### src/rtl/uart_pkg.sv
// Shared UART-side definitions: hex_word_tx state encoding, ASCII constants
// and the nibble/ASCII helpers used by both transmit and receive stages.
package uart_pkg;

    localparam logic [2:0] ST_IDLE = 3'd0;
    localparam logic [2:0] ST_HEX  = 3'd1;
    localparam logic [2:0] ST_CR   = 3'd2;
    localparam logic [2:0] ST_LF   = 3'd3;
    localparam logic [2:0] ST_FIN  = 3'd4;

    localparam logic [7:0] ASCII_CR = 8'h0D;
    localparam logic [7:0] ASCII_LF = 8'h0A;
    localparam logic [7:0] ASCII_0  = 8'h30;
    localparam logic [7:0] ASCII_A  = 8'h41;

    // Receive-side decode bounds (digits, upper and lower case letters)
    localparam logic [7:0] ASCII_9     = 8'h39;
    localparam logic [7:0] ASCII_F     = 8'h46;
    localparam logic [7:0] ASCII_LOW_A = 8'h61;
    localparam logic [7:0] ASCII_LOW_F = 8'h66;

    function automatic logic [7:0] nib_to_ascii(input logic [3:0] nib);
        logic [7:0] wide;
        wide = {4'h0, nib};
        if (nib < 4'd10) begin
            return ASCII_0 + wide;
        end
        return ASCII_A + (wide - 8'd10);
    endfunction

endpackage

### src/rtl/hex_nibble_to_ascii.sv
// Combinational 4-bit value to uppercase ASCII hex character.
module hex_nibble_to_ascii
    import uart_pkg::*;
(
    input  logic [3:0] nibble,
    output logic [7:0] ascii
);

    assign ascii = nib_to_ascii(nibble);

endmodule

### src/rtl/hex_word_tx.sv
// Serialises a binary word as uppercase ASCII hex (MSB nibble first), optionally
// followed by CR LF, into the UART TX FIFO with tx_full back-pressure.
module hex_word_tx
    import uart_pkg::*;
#(
    parameter int DATA_W    = 66,
    parameter int NIB_N     = (DATA_W + 3) / 4,
    parameter int SEND_CRLF = 1
) (
    input  logic              CLK,
    input  logic              reset,
    input  logic              start,
    input  logic [DATA_W-1:0] data_in,
    input  logic              tx_full,
    output logic              write_uart,
    output logic [7:0]        write_data,
    output logic              busy,
    output logic              done
);

    localparam int SR_W  = 4 * NIB_N;
    localparam int CNT_W = $clog2(NIB_N + 1);

    logic [2:0]       state_reg, state_next;
    logic [SR_W-1:0]  shift_reg, shift_next;
    logic [CNT_W-1:0] cnt_reg, cnt_next;
    logic [7:0]       hex_char;
    logic             sending;
    logic             wr;

    hex_nibble_to_ascii u_nib (
        .nibble (shift_reg[SR_W-1 -: 4]),
        .ascii  (hex_char)
    );

    // A write in the reset cycle would be lost from the FSM's view, so suppress it.
    assign sending = (state_reg == ST_HEX) || (state_reg == ST_CR) || (state_reg == ST_LF);
    assign wr      = sending && !tx_full && !reset;

    always_comb begin
        state_next = state_reg;
        shift_next = shift_reg;
        cnt_next   = cnt_reg;
        case (state_reg)
            ST_IDLE: begin
                if (start) begin
                    shift_next = SR_W'(data_in);
                    cnt_next   = '0;
                    state_next = ST_HEX;
                end
            end
            ST_HEX: begin
                if (wr) begin
                    shift_next = shift_reg << 4;
                    cnt_next   = cnt_reg + CNT_W'(1);
                    if (cnt_reg == CNT_W'(NIB_N - 1)) begin
                        state_next = (SEND_CRLF != 0) ? ST_CR : ST_FIN;
                    end
                end
            end
            ST_CR:   if (wr) state_next = ST_LF;
            ST_LF:   if (wr) state_next = ST_FIN;
            ST_FIN:  state_next = ST_IDLE;
            default: state_next = ST_IDLE;
        endcase
    end

    always_ff @(posedge CLK) begin
        if (reset) begin
            state_reg <= ST_IDLE;
            shift_reg <= '0;
            cnt_reg   <= '0;
        end else begin
            state_reg <= state_next;
            shift_reg <= shift_next;
            cnt_reg   <= cnt_next;
        end
    end

    always_comb begin
        write_data = 8'h00;
        case (state_reg)
            ST_HEX:  write_data = hex_char;
            ST_CR:   write_data = ASCII_CR;
            ST_LF:   write_data = ASCII_LF;
            default: write_data = 8'h00;
        endcase
    end

    assign write_uart = wr;
    assign busy       = (state_reg != ST_IDLE);
    assign done       = (state_reg == ST_FIN);

endmodule

### config.mk
export PLATFORM = sky130hd
export DESIGN_NAME = hex_word_tx
export DESIGN_NICKNAME = d
export VERILOG_FILES = /design/src/rtl/uart_pkg.sv /design/src/rtl/hex_nibble_to_ascii.sv /design/src/rtl/hex_word_tx.sv
export SDC_FILE = /design/constraint.sdc
export NUM_CORES = 1
export LEC_CHECK = 0
export ABC_AREA = 1
export BUFFER_PORTS_ARGS = -buffer_cell sky130_fd_sc_hd__buf_2
export CAP_MARGIN = 10
export CELL_PAD_IN_SITES_DETAIL_PLACEMENT = 1
export CELL_PAD_IN_SITES_GLOBAL_PLACEMENT = 1
export CORE_UTILIZATION = 41
export CTS_BUF_LIST = sky130_fd_sc_hd__clkbuf_8 sky130_fd_sc_hd__clkbuf_16
export DETAILED_ROUTE_END_ITERATION = 16
export PLACE_DENSITY_LB_ADDON = 0.05
export SLEW_MARGIN = 30
export SYNTH_ARGS = -nofsm -noshare
export SYNTH_HDL_FRONTEND = slang
export SYNTH_HIERARCHICAL = 1
export SYNTH_SLANG_ARGS = --single-unit
### constraint.sdc
create_clock -name CLK -period 1.8 [get_ports CLK]
set_input_delay 0.36 -clock CLK [delete_from_list [all_inputs] [get_ports CLK]]
set_output_delay 0.36 -clock CLK [all_outputs]
set_load 0.03 [all_outputs]
==> impl_results.html <==
<table>
<tr><th>Metric</th><th>Value</th></tr>
<tr><th colspan="2">Placed design</th></tr>
<tr><td>Number of buffers inserted by port buffering</td><td>79</td></tr>
<tr><td>Dpl cells</td><td>914</td></tr>
<tr><td>Dpl hpwl</td><td>slightly below 8 mm</td></tr>
<tr><td>Post-DP Area</td><td>5580 um2</td></tr>
<tr><td>Global placement routability congestion</td><td>between 0.8 and 0.9</td></tr>
<tr><td>Worst slack after detailed placement</td><td>-103 ps</td></tr>
<tr><th colspan="2">Floorplan</th></tr>
<tr><td>Total die area</td><td>12800 um2</td></tr>
<tr><td>Die Width</td><td>113 um</td></tr>
<tr><td>Core box area</td><td>12000 um2</td></tr>
<tr><td>Height of the die</td><td>approximately 110 um</td></tr>
<tr><td>Number of standard-cell rows in the floorplan</td><td>40</td></tr>
<tr><td>Initial standard-cell utilization of the core</td><td>42.2%</td></tr>
<tr><td>Number of top-level design ports</td><td>81</td></tr>
<tr><th colspan="2">Setup path</th></tr>
<tr><td>Maximum cell stage delay along the critical path</td><td>approximately 340 ps</td></tr>
<tr><td>Length in cells of the worst reg-to-reg path</td><td>8</td></tr>
<tr><td>Flop2flop setup slack</td><td>210 ps</td></tr>
<tr><td>Arrival time at the worst endpoint</td><td>~1800 ps</td></tr>
<tr><td>Path type of the worst setup path</td><td>reg2out</td></tr>
<tr><td>Worst Setup SP</td><td>shift_reg[66]</td></tr>
<tr><td>Worst path bufs/invs</td><td>3</td></tr>
<tr><td>Cells along the critical path</td><td>inv_2 -&gt; ha_4 -&gt; inv_2 -&gt; ha_4 -&gt; nand3_4 -&gt; nand2_2 -&gt; o21ai_2 -&gt; nand2_1 -&gt; o21ai_1 -&gt; buf_4</td></tr>
<tr><td>Reg-to-reg critical path startpoint</td><td>state_reg[1]</td></tr>
<tr><td>Critical-path maximum fanout</td><td>3</td></tr>
<tr><td>Worst reg2reg path endpoint</td><td>shift_reg[1]</td></tr>
<tr><td>Slowest-stage cell, CP</td><td>dfxtp_2</td></tr>
<tr><td>Required @ worst endpoint</td><td>approximately 1400 ps</td></tr>
<tr><td>Category of the worst setup path capture point</td><td>primary output</td></tr>
<tr><td>Crit start category</td><td>register</td></tr>
<tr><td>Family with the most delay on the worst path</td><td>adder cells</td></tr>
<tr><th colspan="2">Logic synthesis</th></tr>
<tr><td>Sequential-to-total area share from yosys stat</td><td>30.0%</td></tr>
<tr><td>Mapped cell area</td><td>5070 um2</td></tr>
<tr><td>Post-synthesis sequential element count</td><td>76</td></tr>
<tr><td>Synth Warn #</td><td>6</td></tr>
<tr><td>Yosys top cell by area</td><td>dfxtp_1</td></tr>
<tr><td>Average cell area after synthesis</td><td>~7.2 um2</td></tr>
<tr><td>Cell types occupying the most area after synthesis</td><td>dfxtp_1 (30%), nand2_4 (14%), nand2_1 (8.7%)</td></tr>
<tr><td>Number of unique standard cell types used by synthesis</td><td>27</td></tr>
<tr><td>Share of Yosys cell area claimed by the top area cell type</td><td>between 30% and 40%</td></tr>
<tr><td>Syn Nets</td><td>785</td></tr>
<tr><td>Synthesized netlist cell count</td><td>709</td></tr>
<tr><th colspan="2">Layout</th></tr>
<tr><td>Layout cell share with drive strength beyond 1</td><td>42.7%</td></tr>
<tr><td>Post-Layout Cell Count</td><td>slightly above 900</td></tr>
<tr><td>Net count reported at finish</td><td>854</td></tr>
<tr><td>Max reg flops</td><td>68</td></tr>
<tr><td>Commonest non-fill, non-tap cells in the layout</td><td>nand2_1 (113), nor2_1 (89), inv_1 (84)</td></tr>
<tr><td>Final instance area</td><td>6010 um2</td></tr>
<tr><td>Fill cell instance count of the final layout</td><td>about 1600</td></tr>
<tr><td>Layout-stage area growth over the synthesis result</td><td>18.6%</td></tr>
<tr><td># diodes</td><td>0</td></tr>
<tr><td>Most common library cell in the layout ignoring fill and taps</td><td>nand2_1</td></tr>
<tr><th colspan="2">Power</th></tr>
<tr><td>Total power per unit cell area</td><td>around 2100 nW/um2</td></tr>
<tr><td>Leak Pwr</td><td>2.92 nW</td></tr>
<tr><td>Maximum vdd ir drop</td><td>approximately 0.83 mV</td></tr>
<tr><th colspan="2">Routing</th></tr>
<tr><td># DRC</td><td>0</td></tr>
<tr><td>Iteration count of the initial detailed-routing pass</td><td>4</td></tr>
<tr><td>Routed wirelength normalized by instance count</td><td>12.2 um</td></tr>
<tr><td>Total via count in the routed design</td><td>4360</td></tr>
<tr><td>Post-detailed-route via-to-cell ratio</td><td>approximately 4.7</td></tr>
<tr><td>DRT antenna net count</td><td>0</td></tr>
<tr><td>Drt first-iter violations</td><td>144</td></tr>
<tr><td>Total Routed Length</td><td>11.4 mm</td></tr>
<tr><th colspan="2">CTS</th></tr>
<tr><td>CTS Buffer Depth</td><td>2</td></tr>
<tr><td>Sinks on the clock net</td><td>76</td></tr>
<tr><td>Number of clock buffers inserted by TritonCTS</td><td>9</td></tr>
<tr><td>Clock Root Buffer</td><td>clkbuf_16</td></tr>
<tr><td>Setup Buffers After CTS</td><td>0</td></tr>
<tr><td>Clock slew at the register clock pins of the worst setup and hold paths</td><td>60 ps</td></tr>
<tr><td>Worst skew pair latency</td><td>roughly 340 ps</td></tr>
<tr><td>TritonCTS clock tree</td><td>yes</td></tr>
<tr><td>H-Tree Depth</td><td>3</td></tr>
<tr><th colspan="2">GRT</th></tr>
<tr><td>Wire length of the first global-routing pass</td><td>about 20 mm</td></tr>
<tr><td>Total overflow reported by the global router</td><td>0</td></tr>
<tr><td>Pin count of the biggest net entering global routing</td><td>76</td></tr>
<tr><td>Vias in the first global route</td><td>~4500</td></tr>
<tr><td>Antenna violations before repair</td><td>0</td></tr>
<tr><td>All-Layer GR Usage</td><td>19.3%</td></tr>
<tr><th colspan="2">Hold path</th></tr>
<tr><td>Worst min path class</td><td>in2reg</td></tr>
<tr><td>Instance count along the most critical hold path</td><td>3</td></tr>
<tr><td>Endpoint, Worst Hold</td><td>shift_reg[2]</td></tr>
<tr><td>Min-Delay Startpoint</td><td>data_in[2]</td></tr>
<tr><th colspan="2">Timing</th></tr>
<tr><td>Final worst-path cycle share</td><td>117%</td></tr>
<tr><td>RSZ-0062 raised after global routing</td><td>true</td></tr>
<tr><td>Final number of max-transition violations</td><td>0</td></tr>
<tr><td>Worst rel slew slack</td><td>between 60% and 70%</td></tr>
<tr><td>Worst clock skew</td><td>4.62 ps</td></tr>
<tr><td>Timing-limited maximum frequency</td><td>0.475 GHz</td></tr>
<tr><td>Least-Margin Pin Slew</td><td>approximately 540 ps</td></tr>
<tr><td>Final setup margin</td><td>-305 ps</td></tr>
<tr><td>Count of endpoints failing setup in the final report</td><td>7</td></tr>
<tr><td>Count of endpoints failing hold in the final timing report</td><td>0</td></tr>
<tr><td>Shortest clock period the worst path allows after layout</td><td>~2100 ps</td></tr>
<tr><th colspan="2">Status</th></tr>
<tr><td>Outcome</td><td>finished with violations</td></tr>
<tr><td>Violations in the final reports</td><td>negative setup slack</td></tr>
<tr><th colspan="2">Job</th></tr>
<tr><td>Max Cap Violations</td><td>0</td></tr>
</table>
## final cells by class
| cell class | count | area (um2) | share of cell area (%) |
|---|---|---|---|
| multi-input combinational | 501 | 3010 | 50.0 |
| timing repair buffer | 98 | 668 | 11.1 |
| tap | 147 | 184 | 3.06 |
| clock inverter | 7 | 52.6 | 0.874 |
| clock buffer | 9 | 225 | 3.75 |
| sequential | 76 | 1530 | 25.5 |
| inverter | 92 | 347 | 5.76 |
## tightest hold or removal path: stages
cell and delay [ps]:
buf_2 70, a21oi_1 50, nor2_1 70
## metal layers
metal | track usage, % | part of all wire [%] | vias up
met5 | 0 | 0 | -
met4 | 7.63 | 2.1 | 0
met3 | 2.84 | 2.2 | 17
met2 | 35.4 | 51 | 48
met1 | 22.6 | 45 | 2042
li1 | - | - | 2253
## per-stage QoR
stage          setup TNS (ps)  util (%)  power (W)  hold slack, ps
6_report                -1760      50.1     0.0126             247
5_1_grt                 -2320      50.1     0.0138             276
4_1_cts                 -1590      49.8     0.0127             237
3_5_place_dp             -268      46.5     0.0106             519
3_3_place_gp            -29.2      46.5     0.0103             500
2_1_floorplan            -119         -    0.00953             457
## synthesized netlist by cell type (all sizes together)
| cell type | n |
|---|---|
| a21oi | 11 |
| conb | 1 |
| o22ai | 1 |
| clkbuf | 7 |
| o21ai | 67 |
| nor2 | 155 |
| ha | 6 |
| dfxtp | 76 |
| xor2 | 1 |
| inv | 92 |
| nand2 | 241 |
| nand3b | 1 |
| nand3 | 15 |
| buf | 33 |
| or2 | 1 |
| a31oi | 1 |
## where the power goes
| part | internal [W] | total [W] | switching [W] |
|---|---|---|---|
| logic | 0.00295 | 0.00808 | 0.00512 |
| registers | 0.00249 | 0.00280 | 0.000304 |
| clock network | 0.000941 | 0.00172 | 0.000783 |
## cell families after synthesis
family | after synthesis | share of synthesized area (%)
simple gates | 413 | 46.8
buf+inv | 132 | 13.4
compound gates | 80 | 8.09
xor+xnor | 1 | 0.173
fa+ha+maj | 6 | 1.48
flops | 76 | 30.0
other cells | 1 | 0.0740
## how the worst max path moves through the flow
stage | end | slack (ps) | depth (start not counted)
5_1_grt | write_data[3] | -380 | 10
2_1_floorplan | write_data[3] | -90 | 9
6_report | write_data[3] | -310 | 10
4_1_cts | write_data[3] | -280 | 10
3_5_place_dp | write_data[3] | -100 | 10
3_3_place_gp | write_data[3] | -20 | 10
## repair_timing
action	in CTS	in global routing
gates cloned	0	0
hold buffers	0	0
pin swaps	8	2
resized for setup	33	11
endpoints found under the setup margin	8	8
No activity file was read; power rests on OpenSTA's default activity.
